--- src/rtl/spi_line_sequencer_if.sv ---
// Signal bundle between the SPI byte receiver, the ping-pong line buffer and
// the DSI transmit side. The sequencer uses the master view; its environment uses the slave view.
interface spi_line_sequencer_if #(
  parameter int ADDR_W = 9
);
  logic              spi_cs_n;
  logic              spi_byte_valid;
  logic [7:0]        spi_byte;
  logic              wr_en;
  logic [ADDR_W:0]   wr_addr;
  logic [7:0]        wr_data;
  logic              line_req;
  logic              line_bank;
  logic              line_frame_start;
  logic              line_ack;
  logic              line_done;
  logic [8:0]        line_count;
  logic              frame_end;
  logic              err_short;
  logic              err_long;
  logic              err_cmd;
  logic              err_overrun;

  modport master (
    input  spi_cs_n, spi_byte_valid, spi_byte, line_ack, line_done,
    output wr_en, wr_addr, wr_data, line_req, line_bank, line_frame_start,
           line_count, frame_end, err_short, err_long, err_cmd, err_overrun
  );

  modport slave (
    output spi_cs_n, spi_byte_valid, spi_byte, line_ack, line_done,
    input  wr_en, wr_addr, wr_data, line_req, line_bank, line_frame_start,
           line_count, frame_end, err_short, err_long, err_cmd, err_overrun
  );
endinterface

--- src/rtl/spi_line_sequencer.sv ---
// Parses SPI line transactions into a ping-pong line buffer and offers
// completed banks to the DSI transmitter in commit order.
//
// RX state | meaning
// IDLE     | waiting for chip select to fall
// CMD      | waiting for the command byte
// DATA     | writing payload into bank wr_bank
// DROP     | discarding the rest of a rejected transaction
//
// TX state | meaning
// IDLE     | waiting for bank rd_bank to become full
// REQ      | line_req asserted, waiting for line_ack
// BUSY     | transmitter reading bank rd_bank, waiting for line_done
module spi_line_sequencer #(
  parameter int          LINE_BYTES  = 480,
  parameter int          FRAME_LINES = 240,
  parameter logic [7:0]  CMD_FRAME   = 8'h3F,
  parameter logic [7:0]  CMD_LINE    = 8'h6B,
  parameter int          ADDR_W      = 9
) (
  input  logic                  clock,
  input  logic                  reset,
  spi_line_sequencer_if.master  bus
);

  localparam int              CW  = ADDR_W + 1;
  localparam logic [CW-1:0]   LB  = CW'(LINE_BYTES);
  localparam logic [8:0]      FL9 = 9'(FRAME_LINES);

  typedef enum logic [1:0] {RX_IDLE, RX_CMD, RX_DATA, RX_DROP} rx_state_t;
  typedef enum logic [1:0] {TX_IDLE, TX_REQ, TX_BUSY} tx_state_t;

  rx_state_t     rx_state, rx_next;
  tx_state_t     tx_state, tx_next;
  logic [CW-1:0] cnt, cnt_next;
  logic          ovf, ovf_next;
  logic          frame_flag, frame_next;
  logic          cs_prev, cs_fall, cs_rise;
  logic          wr_en_c, commit, release_c;
  logic          err_short_c, err_long_c, err_cmd_c, err_ovr_c;
  logic [1:0]    full, bank_frame;
  logic          wr_bank, rd_bank;
  logic [8:0]    line_count_q, lc_next;
  logic          frame_end_q, line_req_q;
  logic          err_short_q, err_long_q, err_cmd_q, err_ovr_q;

  assign cs_fall = cs_prev & ~bus.spi_cs_n;
  assign cs_rise = ~cs_prev & bus.spi_cs_n;

  always_comb begin
    rx_next     = rx_state;
    cnt_next    = cnt;
    ovf_next    = ovf;
    frame_next  = frame_flag;
    wr_en_c     = 1'b0;
    commit      = 1'b0;
    err_short_c = 1'b0;
    err_long_c  = 1'b0;
    err_cmd_c   = 1'b0;
    err_ovr_c   = 1'b0;
    unique case (rx_state)
      RX_IDLE: begin
        if (cs_fall) begin
          rx_next  = RX_CMD;
          cnt_next = '0;
          ovf_next = 1'b0;
        end
      end
      RX_CMD: begin
        if (cs_rise) begin
          rx_next = RX_IDLE;
        end else if (bus.spi_byte_valid) begin
          if (bus.spi_byte == CMD_FRAME || bus.spi_byte == CMD_LINE) begin
            frame_next = (bus.spi_byte == CMD_FRAME);
            if (full[wr_bank]) begin
              err_ovr_c = 1'b1;
              rx_next   = RX_DROP;
            end else begin
              rx_next = RX_DATA;
            end
          end else begin
            err_cmd_c = 1'b1;
            rx_next   = RX_DROP;
          end
        end
      end
      RX_DATA: begin
        if (bus.spi_byte_valid) begin
          if (cnt < LB) begin
            wr_en_c  = 1'b1;
            cnt_next = cnt + CW'(1);
          end else begin
            ovf_next = 1'b1;
          end
        end
        // A byte arriving with the closing edge still counts toward the line
        if (cs_rise) begin
          rx_next = RX_IDLE;
          if (ovf_next)             err_long_c  = 1'b1;
          else if (cnt_next == LB)  commit      = 1'b1;
          else                      err_short_c = 1'b1;
        end
      end
      RX_DROP: begin
        if (cs_rise) rx_next = RX_IDLE;
      end
      default: rx_next = RX_IDLE;
    endcase
  end

  // cs_prev resets low so a transaction already in flight at reset release is ignored
  always_ff @(posedge clock or posedge reset) begin
    if (reset) begin
      rx_state    <= RX_IDLE;
      cnt         <= '0;
      ovf         <= 1'b0;
      frame_flag  <= 1'b0;
      cs_prev     <= 1'b0;
      err_short_q <= 1'b0;
      err_long_q  <= 1'b0;
      err_cmd_q   <= 1'b0;
      err_ovr_q   <= 1'b0;
    end else begin
      rx_state    <= rx_next;
      cnt         <= cnt_next;
      ovf         <= ovf_next;
      frame_flag  <= frame_next;
      cs_prev     <= bus.spi_cs_n;
      err_short_q <= err_short_c;
      err_long_q  <= err_long_c;
      err_cmd_q   <= err_cmd_c;
      err_ovr_q   <= err_ovr_c;
    end
  end

  always_comb begin
    tx_next   = tx_state;
    release_c = 1'b0;
    unique case (tx_state)
      TX_IDLE: if (full[rd_bank]) tx_next = TX_REQ;
      TX_REQ:  if (bus.line_ack) tx_next = TX_BUSY;
      TX_BUSY: begin
        if (bus.line_done) begin
          release_c = 1'b1;
          tx_next   = TX_IDLE;
        end
      end
      default: tx_next = TX_IDLE;
    endcase
  end

  always_ff @(posedge clock or posedge reset) begin
    if (reset) begin
      tx_state   <= TX_IDLE;
      line_req_q <= 1'b0;
    end else begin
      tx_state   <= tx_next;
      line_req_q <= (tx_next == TX_REQ);
    end
  end

  // Commit and release touch different banks, so both may land in one cycle
  always_ff @(posedge clock or posedge reset) begin
    if (reset) begin
      full       <= 2'b00;
      bank_frame <= 2'b00;
      wr_bank    <= 1'b0;
      rd_bank    <= 1'b0;
    end else begin
      if (commit) begin
        full[wr_bank]       <= 1'b1;
        bank_frame[wr_bank] <= frame_flag;
        wr_bank             <= ~wr_bank;
      end
      if (release_c) begin
        full[rd_bank] <= 1'b0;
        rd_bank       <= ~rd_bank;
      end
    end
  end

  always_comb begin
    lc_next = line_count_q;
    if (commit) begin
      if (frame_flag)              lc_next = 9'd1;
      else if (line_count_q < FL9) lc_next = line_count_q + 9'd1;
    end
  end

  always_ff @(posedge clock or posedge reset) begin
    if (reset) begin
      line_count_q <= '0;
      frame_end_q  <= 1'b0;
    end else begin
      line_count_q <= lc_next;
      frame_end_q  <= commit && (lc_next == FL9) && (line_count_q != FL9);
    end
  end

  assign bus.wr_en            = wr_en_c;
  assign bus.wr_addr          = wr_en_c ? {wr_bank, cnt[ADDR_W-1:0]} : '0;
  assign bus.wr_data          = wr_en_c ? bus.spi_byte : 8'h00;
  assign bus.line_req         = line_req_q;
  assign bus.line_bank        = rd_bank;
  assign bus.line_frame_start = line_req_q & bank_frame[rd_bank];
  assign bus.line_count       = line_count_q;
  assign bus.frame_end        = frame_end_q;
  assign bus.err_short        = err_short_q;
  assign bus.err_long         = err_long_q;
  assign bus.err_cmd          = err_cmd_q;
  assign bus.err_overrun      = err_ovr_q;

endmodule

--- src/flat_wrapper.sv ---
// flat-port wrapper written by rule: the top's interface ports become plain ports
module spi_line_sequencer_flat 
#(
  parameter int          LINE_BYTES  = 480,
  parameter int          FRAME_LINES = 240,
  parameter logic [7:0]  CMD_FRAME   = 8'h3F,
  parameter logic [7:0]  CMD_LINE    = 8'h6B,
  parameter int          ADDR_W      = 9
)
  (clock, reset, bus_spi_cs_n, bus_spi_byte_valid, bus_spi_byte, bus_line_ack, bus_line_done, bus_wr_en, bus_wr_addr, bus_wr_data, bus_line_req, bus_line_bank, bus_line_frame_start, bus_line_count, bus_frame_end, bus_err_short, bus_err_long, bus_err_cmd, bus_err_overrun);
  spi_line_sequencer_if #(.ADDR_W(ADDR_W)) bus_i ();
  input  logic clock;
  input  logic reset;
  input wire logic [$bits(bus_i.spi_cs_n)-1:0] bus_spi_cs_n;
  input wire logic [$bits(bus_i.spi_byte_valid)-1:0] bus_spi_byte_valid;
  input wire logic [$bits(bus_i.spi_byte)-1:0] bus_spi_byte;
  input wire logic [$bits(bus_i.line_ack)-1:0] bus_line_ack;
  input wire logic [$bits(bus_i.line_done)-1:0] bus_line_done;
  output wire logic [$bits(bus_i.wr_en)-1:0] bus_wr_en;
  output wire logic [$bits(bus_i.wr_addr)-1:0] bus_wr_addr;
  output wire logic [$bits(bus_i.wr_data)-1:0] bus_wr_data;
  output wire logic [$bits(bus_i.line_req)-1:0] bus_line_req;
  output wire logic [$bits(bus_i.line_bank)-1:0] bus_line_bank;
  output wire logic [$bits(bus_i.line_frame_start)-1:0] bus_line_frame_start;
  output wire logic [$bits(bus_i.line_count)-1:0] bus_line_count;
  output wire logic [$bits(bus_i.frame_end)-1:0] bus_frame_end;
  output wire logic [$bits(bus_i.err_short)-1:0] bus_err_short;
  output wire logic [$bits(bus_i.err_long)-1:0] bus_err_long;
  output wire logic [$bits(bus_i.err_cmd)-1:0] bus_err_cmd;
  output wire logic [$bits(bus_i.err_overrun)-1:0] bus_err_overrun;
  assign bus_i.spi_cs_n = bus_spi_cs_n;
  assign bus_i.spi_byte_valid = bus_spi_byte_valid;
  assign bus_i.spi_byte = bus_spi_byte;
  assign bus_i.line_ack = bus_line_ack;
  assign bus_i.line_done = bus_line_done;
  assign bus_wr_en = bus_i.wr_en;
  assign bus_wr_addr = bus_i.wr_addr;
  assign bus_wr_data = bus_i.wr_data;
  assign bus_line_req = bus_i.line_req;
  assign bus_line_bank = bus_i.line_bank;
  assign bus_line_frame_start = bus_i.line_frame_start;
  assign bus_line_count = bus_i.line_count;
  assign bus_frame_end = bus_i.frame_end;
  assign bus_err_short = bus_i.err_short;
  assign bus_err_long = bus_i.err_long;
  assign bus_err_cmd = bus_i.err_cmd;
  assign bus_err_overrun = bus_i.err_overrun;
  spi_line_sequencer #(.LINE_BYTES(LINE_BYTES), .FRAME_LINES(FRAME_LINES), .CMD_FRAME(CMD_FRAME), .CMD_LINE(CMD_LINE), .ADDR_W(ADDR_W)) u_core (.clock(clock), .reset(reset), .bus(bus_i));
endmodule
--- config.mk ---
export PLATFORM = sky130hd
export DESIGN_NAME = spi_line_sequencer_flat
export DESIGN_NICKNAME = d
export VERILOG_FILES = /design/src/rtl/spi_line_sequencer_if.sv /design/src/rtl/spi_line_sequencer.sv /design/src/flat_wrapper.sv
export SDC_FILE = /design/constraint.sdc
export NUM_CORES = 1
export LEC_CHECK = 0
export CORE_ASPECT_RATIO = 1.5
export CORE_UTILIZATION = 29
export DETAILED_ROUTE_END_ITERATION = 7
export MAX_ROUTING_LAYER = met4
export SLEW_MARGIN = 20
export SYNTH_ARGS = -nofsm -noshare
export SYNTH_HDL_FRONTEND = slang
export SYNTH_SLANG_ARGS = --single-unit
--- constraint.sdc ---
create_clock -name clock -period 3.94 [get_ports clock]
set_input_delay 0.788 -clock clock [delete_from_list [all_inputs] [get_ports clock]]
set_output_delay 0.788 -clock clock [all_outputs]
set_load 0.005 [all_outputs]
Word level (Yosys, flattened, before mapping)
Cells that the tools add are included.
{"block": "op_classes", "n_addsub": 2, "n_lt_le_gt_ge": 6, "eq_ne": 14, "muxes": 64, "bitwise_logic": 11, "n_reduce_logical": 12}
{"cell": "two-way mux 10 bit", "n": 5}
{"cell": "two-way mux 1 bit", "n": 39}
{"cell": "two-way mux 9 bit", "n": 3}
{"cell": "case mux 10 bit (2 select lines)", "n": 1}
{"cell": "two-way mux 2 bit", "n": 9}
{"cell": "case mux 2 bit (3 select lines)", "n": 2}
{"cell": "adder 10 x 1 -> 10 bit (second input constant)", "n": 1}
{"cell": "equality test 10 x 9 -> 1 bit (second input constant)", "n": 1}
{"cell": "< comparator 10 x 9 -> 1 bit (second input constant)", "n": 1}
{"cell": "adder 9 x 1 -> 9 bit (second input constant)", "n": 1}
{"cell": "equality test 9 x 8 -> 1 bit (second input constant)", "n": 1}
{"cell": "< comparator 9 x 8 -> 1 bit (second input constant)", "n": 1}
{"cell": "inequality test 9 x 8 -> 1 bit (second input constant)", "n": 1}
{"cell": "equality test 8 x 6 -> 1 bit (second input constant)", "n": 1}
{"cell": "equality test 8 x 7 -> 1 bit (second input constant)", "n": 1}
{"cell": "two-way mux 8 bit", "n": 1}
{"cell": "equality test 2 x 1 -> 1 bit (second input constant)", "n": 3}
{"cell": "equality test 2 bit (second input constant)", "n": 3}
{"cell": "inverter 1 bit", "n": 5}
{"cell": "logical AND 1 bit", "n": 4}
{"cell": "logical NOT 2 bit", "n": 2}
{"cell": "< comparator 1 x 2 -> 1 bit (second input constant)", "n": 2}
{"cell": "inequality test 2 x 1 -> 1 bit (second input constant)", "n": 2}
{"cell": "AND reduction 4 bit", "n": 1}
{"cell": "14 further kinds", "n": 18}
{"block": "word_totals", "register_bits": 38, "input_bits": 14, "out_inout_bits": 36, "word_cells": 126}

Longest topological paths before layout
{"block": "logic_depth", "depth_word": 13, "mapped_depth": 8, "mapped_depth_nobuf": 7}

Worst setup path before layout
Ideal clock, no wire load.
{"block": "synth_timing", "path_kind": "input-to-output", "startpoint": "in bus_spi_byte_valid", "endpoint": "out bus_wr_addr[7]", "arrival_time_ps": 1572, "required_ps": 3152, "setup_slack_ps": 1580, "cell_stages": 5, "path_buffers": 1, "path_cell_list": "nor2b_1 > nand2_1 > nor2_1 > clkbuf_1 > and2_2"}
{"block": "synth_between", "elab_chain_cells": 3}
{"element": "start: declaration", "line": "flat_wrapper.sv:15", "text": "input wire logic [$bits(bus_i.spi_byte_valid)-1:0] bus_spi_byte_valid;"}
{"element": "two-way mux 1 bit", "line": "spi_line_sequencer.sv:88", "text": "if (bus.spi_byte_valid) begin"}
{"element": "two-way mux 1 bit", "line": "spi_line_sequencer.sv:61", "text": "unique case (rx_state)"}
{"element": "net bus_wr_en", "line": "flat_wrapper.sv:19", "text": "output wire logic [$bits(bus_i.wr_en)-1:0] bus_wr_en;"}
{"element": "two-way mux 10 bit", "line": "spi_line_sequencer.sv:201", "text": "assign bus.wr_addr = wr_en_c ? {wr_bank, cnt[ADDR_W-1:0]} : '0;"}
{"element": "end: declaration", "line": "flat_wrapper.sv:20", "text": "output wire logic [$bits(bus_i.wr_addr)-1:0] bus_wr_addr;"}
The timed path passes the listed nets, and every way through them passes these cells.

Final worst setup path
{"block": "layout_timing", "startpoint": "in bus_spi_byte_valid", "endpoint": "out bus_wr_addr[7]"}
{"block": "layout_between", "elab_chain_cells": 3}
{"element": "two-way mux 1 bit", "line": "spi_line_sequencer.sv:88"}
{"element": "two-way mux 1 bit", "line": "spi_line_sequencer.sv:61"}
{"element": "two-way mux 10 bit", "line": "spi_line_sequencer.sv:201"}
Every way passes these cells.

==> impl_metrics.toml <==
[outcome]
outcome = "finished, final reports clean"

[timing]
hold_viol_final = 0
report.final.slew_viol_count = 0
worst_slack_ns = 0.383
relSlewSlack_pct = 58.7
fin_crit_ns = 3.56
fin_crit_sh_pct = 90.3
fin_tns_setup_ns = 0
whs_ns = 0.487
worst-slew-pin-transition_ns = 0.619
report.final.setup_viol = 0
rsz0062_at_grt = "false"
timing.fmax_ghz = 0.281
skew_ns = 0.00628

[critical_path]
crit_required_ns = 3.15
worstSetupPathType = "input pin to output pin"
path_max_fanout = 12
cp.arrival_ns = 2.77
critPathLaunchType = "input pin"
cp-end-kind = "output pin"

[cells_and_area]
layout_commonest_cell = "clkdlybuf4s50_1"
final_layout_size_suffix_gt1_share_pct = 9.57
fill_cells = 812
final_cell_mix = "49 x clkdlybuf4s50_1, 38 x dfrtp_1, 24 x nand2_1"
areaGrowthSynthToFinish_pct = 31.3
nets = 319
antenna_cells = 0

[global_routing]
grt_usage_pct = 15.7
antenna_found_initial = 0
grt-ovfl-total = 0
grt_pass1_wl_mm = 10.0
grt_pass1_vias = 2150
grt_max_degree = 39

[pwr]
p_seq_share_pct = 38.8
p_sw_mw = 0.299
pwr-share-comb_pct = 16.0
swShare_pct = 25.5
clock_power_share_pct = 45.1
vdd_drop_max_v = 0.000230
p_int_mw = 0.876
power.density_nw_per_um2 = 382
power.leakage_nw = 1.22

[route]
wl_per_cell_um = 14.4
drc = 0
via_count = 2107
routed_wl_mm = 5.81
drt_iter0_drc = 123
vias_per_cell = 5.20
drtPass1Iterations = 4
antenna_left = 0

[cts]
path_clk_slew_ns = 0.06
cts_root_buffer = "clkbuf_16"
cts.sinks = 38
clockBufferDepth = 2
cts_tree = "done"
cts_setup_buffers = 0
clkLatencyLatePin_ns = 0.28
cts_made_buffers = 5
ctsResizeCount = 0
postCtsHoldBufs = 0
htreeDepth = 2

[synth]
synthArstFlopShare_pct = 100
synth_edf_count = 0
seq_area_frac_synth_pct = 40.5
netlist_instances = 255
ys_types = 56
yosys_warnings = 0
ys_seq_elements = 38
synth_area_um2 = 2350
syn-mean-instance-area_um2 = 9.20
synth_ff_type = "dfrtp_1"
syn-num-nets = 272

[floorplan]
die_area_um2 = 8460
ios = 50
row_count = 39
dieHeight_um = 112
core_region_area_um2 = 7710
fp.dieW_um = 75.4
start_util_pct = 30.4

[placed_design]
place_ws_ns = 0.385
place_congestion = 0.918
hpwl_mm = 4.33
portBuffers = 49

[worst_hold_path]
min_path_type = "flop to flop"

[flow_run]
maxCapViolCount = 0
==> power by group through the flow <==
stage	logic (mW)	registers, mW	clock network [mW]
6_report	0.189	0.457	0.530
5_1_grt	0.213	0.466	0.554
4_1_cts	0.190	0.457	0.537
3_5_place_dp	0.189	0.464	0
3_3_place_gp	0.186	0.463	0
2_1_floorplan	0.122	0.448	0
==> critical path, cell delays in order <==
cell and delay (ns):
clkdlybuf4s50_1 0.62, nor2b_1 0.22, nand2_1 0.15, nor2_1 0.16, buf_4 0.19, and2_2 0.15
clkdlybuf4s50_1 0.50
==> cells in the mapped netlist, drive strengths merged (3+ instances only) <==
cell type	count	area share, %
or3	4	1.3
clkbuf	5	1.2
nand3b	3	0.96
a21oi	9	1.9
and3	6	1.7
nand4	7	1.9
and2	21	5.7
buf	7	3.1
mux2	3	1.4
nor2	19	3.0
xnor2	4	1.5
a31oi	6	1.6
nand2	24	3.8
nor3	6	1.9
nand2b	4	1.1
inv	11	1.8
nand3	7	1.5
a211oi	3	0.96
and4	3	1.2
nor2b	5	1.3
ha	3	1.6
o31ai	8	2.6
dfrtp	38	41
o21ai	21	4.5
==> through the flow <==
stage / power, mW / utilization [%] / instance area, um2 / cells
floorplan: 0.570 / - / 2350 / 255
global placement: 0.650 / 37.4 / 2890 / 397
detailed placement: 0.653 / 37.4 / 2890 / 397
CTS: 1.18 / 39.9 / 3080 / 405
global route: 1.23 / 39.9 / 3080 / 405
finish: 1.18 / 39.9 / 3080 / 405
==> cells by family (layout without fill, tap and decap cells) <==
kind of cell | count (synthesis) | after routing | share of synthesized area [%]
and+or+nand+nor | 118 | 118 | 28.9
AOI/OAI and AO/OA | 62 | 62 | 18.4
DFF | 38 | 38 | 40.5
buffers and inverters | 23 | 71 | 6.08
xor gates and xnor gates | 6 | 6 | 2.24
muxes | 5 | 5 | 2.29
adders and majority gates | 3 | 3 | 1.60
==> worst paths after layout <==
| kind | start | to | slack [ns] | cells after the start |
|---|---|---|---|---|
| hold reg to reg | u_core.bank_frame[1] | u_core.bank_frame[1] | 0.49 | 1 |
| setup reg to reg | u_core.cnt[0] | u_core.bus.line_count[2] | 1.38 | 7 |
| max in group asynchronous | reset | u_core.bus.line_count[8] | 2.66 | 3 |
| hold / removal | u_core.bank_frame[1] | u_core.bank_frame[1] | 0.49 | 1 |
| setup / recovery | bus_spi_byte_valid | bus_wr_addr[7] | 0.38 | 7 |
| min in group asynchronous | reset | u_core.cnt[2] | 0.92 | 3 |
==> state kept, by name, indices dropped and copies added, names as in the netlist, 2 cells and up <==
signal,flops
u_core.bank_frame,2
u_core.bus.line_count,9
u_core.cnt,10
u_core.full,2
u_core.rx_state,2
u_core.tx_state,2
==> final cells by class <==
| cell class | instances | area [um2] | area share [%] |
|---|---|---|---|
| repair buffers | 52 | 513 | 16.7 |
| flip-flops and latches | 38 | 951 | 30.9 |
| inverters | 11 | 41.3 | 1.34 |
| well taps | 102 | 128 | 4.14 |
| clock buffers | 5 | 125 | 4.06 |
| multi-input cells | 194 | 1250 | 40.7 |
| clock inverters | 3 | 68.8 | 2.23 |
==> layer usage <==
metal / part of all wire (%) / vias to the layer above / wire length (um) / track usage [%]
met5: 0 / - / 0 / -
met4: 2.1 / 0 / 124 / 5.93
met3: 2.7 / 13 / 158 / 2.15
met2: 54 / 42 / 3130 / 27.0
met1: 41 / 1045 / 2400 / 18.1
li1: - / 1007 / - / -
Power figures use the tool's default switching activity.
